==> config.mk <==
export PLATFORM = sky130hd
export DESIGN_NAME = nvm_burst_reader
export DESIGN_NICKNAME = d
export VERILOG_FILES = /design/src/rtl/nvm_burst_reader.sv
export SDC_FILE = /design/constraint.sdc
export NUM_CORES = 1
export LEC_CHECK = 0
export ABC_CLOCK_PERIOD_IN_PS = 1600
export BUFFER_PORTS_ARGS = -buffer_cell sky130_fd_sc_hd__buf_4
export CAP_MARGIN = 0
export CORE_MARGIN = 4
export CORE_UTILIZATION = 30
export CTS_BUF_LIST = sky130_fd_sc_hd__clkbuf_8
export DETAILED_ROUTE_END_ITERATION = 16
export GPL_TIMING_DRIVEN = 1
export PLACE_DENSITY = 0.5
export SETUP_SLACK_MARGIN = 0.2
export SYNTH_ARGS = -nofsm -noshare
export SYNTH_HDL_FRONTEND = slang
export SYNTH_SLANG_ARGS = --single-unit
export TNS_END_PERCENT = 30
==> constraint.sdc <==
create_clock -name clk_i -period 1.6 [get_ports clk_i]
set_input_delay 0.16 -clock clk_i [delete_from_list [all_inputs] [get_ports clk_i]]
set_output_delay 0.16 -clock clk_i [all_outputs]
set_load 0.02 [all_outputs]
==> src/rtl/nvm_burst_reader.sv <==
// Burst reader: fetches consecutive NVM words and streams each one out bit-serially
// over a valid/ready link, with wait-state tolerant reads and sink backpressure.
module nvm_burst_reader #(
  parameter  int DATA_W    = 8,
  parameter  int ADDR_W    = 8,
  parameter  int MAX_BURST = 16,
  parameter  int LSB_FIRST = 0,
  localparam int LEN_W     = $clog2(MAX_BURST + 1)
) (
  input  logic              clk_i,
  input  logic              rst_i,
  input  logic              start_i,
  input  logic [ADDR_W-1:0] start_addr_i,
  input  logic [LEN_W-1:0]  burst_len_i,
  output logic              busy_o,
  output logic              nvm_rd_o,
  output logic [ADDR_W-1:0] nvm_addr_o,
  input  logic              nvm_valid_i,
  input  logic [DATA_W-1:0] nvm_data_i,
  output logic              ser_out_o,
  output logic              ser_valid_o,
  input  logic              ser_ready_i,
  output logic              ser_last_o,
  output logic              burst_last_o,
  output logic              done_o
);

  localparam int CNT_W = $clog2(DATA_W);

  typedef enum logic [1:0] {S_IDLE, S_REQ, S_SHIFT, S_DONE} state_e;

  state_e             state_q, state_d;
  logic [ADDR_W-1:0]  addr_q, addr_d;
  logic [LEN_W-1:0]   len_q, len_d;
  logic [DATA_W-1:0]  shreg_q, shreg_d;
  logic [CNT_W-1:0]   bit_cnt_q, bit_cnt_d;

  logic [LEN_W-1:0]   len_clamped;
  logic               word_end;

  assign len_clamped = (burst_len_i > LEN_W'(MAX_BURST)) ? LEN_W'(MAX_BURST) : burst_len_i;
  assign word_end    = (bit_cnt_q == CNT_W'(DATA_W - 1));

  always_comb begin
    // NOTE: every next-state signal gets its hold value first, so no path leaves one unassigned (no latches).
    state_d   = state_q;
    addr_d    = addr_q;
    len_d     = len_q;
    shreg_d   = shreg_q;
    bit_cnt_d = bit_cnt_q;

    unique case (state_q)
      S_IDLE: begin
        if (start_i) begin
          addr_d    = start_addr_i;
          len_d     = len_clamped;
          bit_cnt_d = '0;
          state_d   = (len_clamped == '0) ? S_DONE : S_REQ;
        end
      end

      S_REQ: begin
        if (nvm_valid_i) begin
          shreg_d   = nvm_data_i;
          bit_cnt_d = '0;
          state_d   = S_SHIFT;
        end
      end

      S_SHIFT: begin
        if (ser_ready_i) begin
          if (LSB_FIRST != 0) shreg_d = {1'b0, shreg_q[DATA_W-1:1]};
          else                shreg_d = {shreg_q[DATA_W-2:0], 1'b0};

          if (word_end) begin
            bit_cnt_d = '0;
            len_d     = len_q - LEN_W'(1);
            // Another word is pending: re-arm the read at the next (wrapping) address.
            if (len_q > LEN_W'(1)) begin
              addr_d  = addr_q + ADDR_W'(1);
              state_d = S_REQ;
            end else begin
              state_d = S_DONE;
            end
          end else begin
            bit_cnt_d = bit_cnt_q + CNT_W'(1);
          end
        end
      end

      S_DONE: state_d = S_IDLE;

      default: state_d = S_IDLE;
    endcase
  end

  always_ff @(posedge clk_i) begin
    // NOTE: sequential state uses non-blocking assignments so every register samples pre-edge values.
    if (rst_i) begin
      state_q   <= S_IDLE;
      addr_q    <= '0;
      len_q     <= '0;
      shreg_q   <= '0;
      bit_cnt_q <= '0;
    end else begin
      state_q   <= state_d;
      addr_q    <= addr_d;
      len_q     <= len_d;
      shreg_q   <= shreg_d;
      bit_cnt_q <= bit_cnt_d;
    end
  end

  // All outputs decode registered state, so they are glitch-free and zero out of reset.
  assign busy_o       = (state_q != S_IDLE);
  assign nvm_rd_o     = (state_q == S_REQ);
  assign nvm_addr_o   = addr_q;
  assign ser_valid_o  = (state_q == S_SHIFT);
  assign ser_out_o    = (LSB_FIRST != 0) ? shreg_q[0] : shreg_q[DATA_W-1];
  assign ser_last_o   = (state_q == S_SHIFT) && word_end;
  assign burst_last_o = ser_last_o && (len_q == LEN_W'(1));
  assign done_o       = (state_q == S_DONE);

endmodule

* Yosys cells after proc, flatten, opt, wreduce, memory -nomap -nowiden
Index checks and enable logic that the tools add are counted.
** Word-level totals
- Bits in registers :: 26
- Output and inout port bits :: 15
- Word-level logic and storage cells :: 58
- Input port bits :: 26
** Cells by class
- Equality and inequality tests :: 10
- Reductions and logical operators :: 13
- Magnitude comparators :: 2
- Muxes and demuxes :: 25
- Add/subtract/negate cells :: 3
** Operator list (number)
- 2-to-1 mux 8 bit :: 6
- one-hot mux 8 bit (2 select lines) :: 2
- 2-to-1 mux 5 bit :: 4
- 2-to-1 mux 2 bit :: 6
- 2-to-1 mux 3 bit :: 4
- AND reduction 4 bit :: 3
- one-hot mux 5 bit (2 select lines) :: 1
- one-hot mux 3 bit (3 select lines) :: 1
- adder 8 x 1 -> 8 bit, second input constant :: 1
- != test 2 x 1 -> 1 bit, second input constant :: 4
- one-hot mux 2 bit (4 select lines) :: 1
- nonzero test 2 bit :: 3
- == test 5 x 1 -> 1 bit, second input constant :: 1
- > comparator 5 x 1 -> 1 bit, second input constant :: 1
- > comparator 5 bit, second input constant :: 1
- zero test 5 bit :: 1
- AND reduction 5 bit :: 1
- subtractor 5 x 1 -> 5 bit, second input constant :: 1
- == test 2 bit, second input constant :: 2
- adder 3 x 1 -> 3 bit, second input constant :: 1
- == test 3 bit, second input constant :: 1
- AND reduction 3 bit :: 1
- nonzero test 3 bit :: 1
- == test 2 x 1 -> 1 bit, second input constant :: 1
- 3 further kinds :: 4

* Logic depth before layout (Yosys ltp)
- Word-level depth :: 6
- Depth in mapped cells :: 7
- Mapped depth without buffers :: 6

* Least setup slack after synthesis
No wires, ideal clock.
- Kind :: register to register
- Start point :: reg bit_cnt_q[0]
- End point :: reg addr_q[0] (netlist: nvm_addr_o[0])
- Stages on the path, launching flop included :: 7
- Path slack :: -13 ps
- Setup time :: 74 ps
- Required time :: 1526 ps
- Data arrival time :: 1539 ps
- Cell sequence :: dfxtp_1 ha_1 ha_1 nand3_2 a21o_1 or4_1 a31oi_1
** Between the ends
- Longest elaborated chain between the ends :: 3
** RTL lines
- start, declared :: RTL line 36 : logic [CNT_W-1:0] bit_cnt_q, bit_cnt_d;
- start signal, assigned :: RTL line 110 : bit_cnt_q <= bit_cnt_d;
- == test 3 bit :: RTL line 42 : assign word_end = (bit_cnt_q == CNT_W'(DATA_W - 1));
- != test 2 x 1 -> 1 bit (no source line)
- AND reduction 5 bit (no source line)
- end signal, assigned :: RTL line 107 : addr_q <= addr_d;
- end, declared :: RTL line 33 : logic [ADDR_W-1:0] addr_q, addr_d;
Every way passes these cells.
A chain may end at the register's enable or synchronous reset.

* Worst setup path after layout
- Start point :: reg bit_cnt_q[1]
- End point :: reg addr_q[0] (netlist: nvm_addr_o[0])
Same word-level chain as after synthesis.

==> summary.md <==
| Metric | Value |
|---|---|
| VDD IR-drop max | 0.441 mV |
| Worst Slack Setup Final | -0.0192 ns |
| Share of total power in combinational logic | 0.344 |
| Endpoint class of the critical path | register |
| TritonCTS buffer count | 3 |
| Die Y-Extent | 79.4 µm |
| Period utilization | 1.01 |
| CTS tree | yes |
| Yosys warning total | 0 |
| Width of the die | 79.4 µm |
| Fmax | 618 MHz |
| PortBufs | 40 |
| Worst EP required | 1.80 ns |
| Top cells by count, synth | dfxtp_1 (26), nand2_1 (19), nor2_1 (19) |
| Initial antenna violation count | 0 |
| Number of synthesized flops with an enable pin | 0 |
| Clock transition at path regs | 0.10 ns |
| Design Power | 2.03 mW |
| Cells after synthesis | 184 |
| Syn nets | 215 |
| Row count | 25 |
| Min Clock Period, post-route | 1.62 ns |
| Count leader, synth | dfxtp_1 |
| Diode count | 0 |
| Design Area, Final | 2270 µm² |
| Worst Hold Class | input port to register |
| Startpoint types | register |
| Nets | 270 |
| Critical path class | register to register |
| Per-cell routed wire length | 15.4 µm |
| Int Pwr | 1.38 mW |
| Dpl hpwl | 3.25 mm |
| Die area | 6300 µm² |
| Initial Util | 0.317 |
| Clock share of power | 0.272 |
| CP max FO | 3 |
| Ys flop type | dfxtp_1 |
| PwrDens | 893 nW/µm² |
| Share of cells above drive strength 1 | 0.420 |
| GRT Util Overall | 0.148 |
| Status | complete, but fails checks |
| Violated checks | setup timing |
| Max transition margin | 0.751 |
| Routed Antenna Nets | 0 |
| Worst path arrival time | 1.82 ns |
| Synth unique cells | 46 |
| Share of the synthesized area in the top cell type | 0.341 |
| Syn Area/Cell | 8.30 µm² |
| Clock latency on the worst-skew pair | 0.27 ns |
| H-tree depth | 1 |
| Placed cell areas | 1970 µm² |
| Sequential share of power | 0.384 |
| Yosys top cell by area | dfxtp_1 |
| Clk_skew | 0.00702 ns |
| Drt drc | 0 |
| Vias per cell | 5.17 |
| Final wirelength | 4.71 mm |
| CTS Sinks | 26 |
| Hold Vio Cnt, Final | 0 |
| Max-cap violations | 0 |
| Static Leakage | 0.908 nW |
| Largest net degree at the start of global routing | 33 |
| Number of global-route vias before repair | 1534 |
| Top area cells in the synthesized netlist | dfxtp_1 (34%), a311oi_1 (5.2%), nand2_1 (4.7%) |
| Hold_buf cts | 0 |
| Placer Congestion | 0.860 |
| Area delta synth->final | 48.9% |
| Synthesized area | 1530 µm² |
| Worst hold margin | 0.163 ns |
| Ports | 41 |
| Initial drt markers | 102 |
| Sequential area share after synthesis | 0.341 |
| Root Buffer | clkbuf_8 |
| Final count of pins violating max slew | 0 |
| Vias post-DR | 1576 |
| Async set or reset register ratio after synthesis | 0 |
| RSZ-0062 raised after global routing | true |
| Sw Share | 0.320 |
| First-pass GRT wire length | 7.48 mm |
| Synth Register Bits | 26 |
| Core ar. | 4820 µm² |
| Net load switching power | 651 µW |
| Total congestion overflow | 0 |
| CTS max path bufs | 2 |
| Final setup fails | 3 |
| Worst-margin pin slew | 0.373 ns |
| 1st-pass router iterations | 4 |
## layout make-up
class | instances | area, µm²
Clock buffer | 3 | 41.3
Clock inverter | 1 | 30.0
Fill cell | 477 | 2540
Inverter | 7 | 26.3
Multi-Input combinational cell | 139 | 1070
Sequential cell | 26 | 532
Tap cell | 67 | 83.8
Timing Repair Buffer | 62 | 495
## what timing repair did
| action | 4_1_cts | 5_1_grt |
|---|---|---|
| gates resized for setup | 21 | 13 |
| cloned | 0 | 0 |
| buffers inserted | 5 | 6 |
| endpoints found under the setup margin | 29 | 27 |
| pin swaps | 8 | 12 |
## power by group through the flow
stage	logic, mW	registers (mW)	clock network, mW
global route	0.762	0.789	0.593
CTS	0.624	0.783	0.566
finish	0.699	0.780	0.553
floorplan	0.351	0.803	0
detailed placement	0.570	0.793	0
global placement	0.564	0.792	0
## through the flow
step / util / worst slack, ns / TNS, ns / instances
after floorplan: - / 0.143 / 0 / 184
after global placement: 0.409 / -0.0382 / -0.167 / 290
after detailed placement: 0.409 / -0.0832 / -0.488 / 290
after CTS: 0.450 / -0.0418 / -0.0679 / 299
after global routing: 0.472 / -0.126 / -0.740 / 305
final: 0.472 / -0.0192 / -0.0342 / 305
## layout by cell type, fill, tap and decap left out, types with 4 or more instances in the layout
master    count
o32ai_1       5
nor2_1       19
buf_6         8
nor3_1        5
nand3_1       4
buf_4        54
dfxtp_2       6
nand2b_1      7
a311oi_1      8
nand2_1      18
a21oi_1       9
dfxtp_1      19
inv_1         5
## path summary, 6_finish.rpt
path                 start       endpoint  slack (ns)  cells past startpoint
max           bit_cnt_q[1]  nvm_addr_o[0]       -0.02                      6
min          nvm_data_i[1]     shreg_q[1]        0.16                      3
max reg2reg   bit_cnt_q[1]  nvm_addr_o[0]       -0.02                      6
min reg2reg     shreg_q[6]     shreg_q[7]        0.49                      2
## per-layer routing
metal  up-vias  routed length (µm)  global-route usage
met5         -                   0                   0
met3         2                 227              0.0295
met1       739                2280               0.203
met4         0                  15              0.0326
li1        793                   -                   -
met2        42                2190               0.237
## logic make-up (layout without fill, tap and decap cells)
logic type,count (synthesis),in the layout,synth area share
compound gates,54,54,0.271
flops,26,26,0.341
buf+inv,19,73,0.0606
mux,3,3,0.0197
fa+ha+maj,5,5,0.0410
simple gates,77,77,0.267
## registers in the layout (all words and copies together) (netlist names)
register / flops
state_q: 2
shreg_q: 8
len_q: 5
nvm_addr_o: 8
bit_cnt_q: 3
## critical path, cell delays in order, from the launching register on
cell     delay [ns]
dfxtp_2        0.36
ha_4           0.14
ha_4           0.15
nand3_4        0.09
a21o_1         0.20
or4_1          0.42
a31oi_1        0.20
Power figures use the tool's default switching activity.
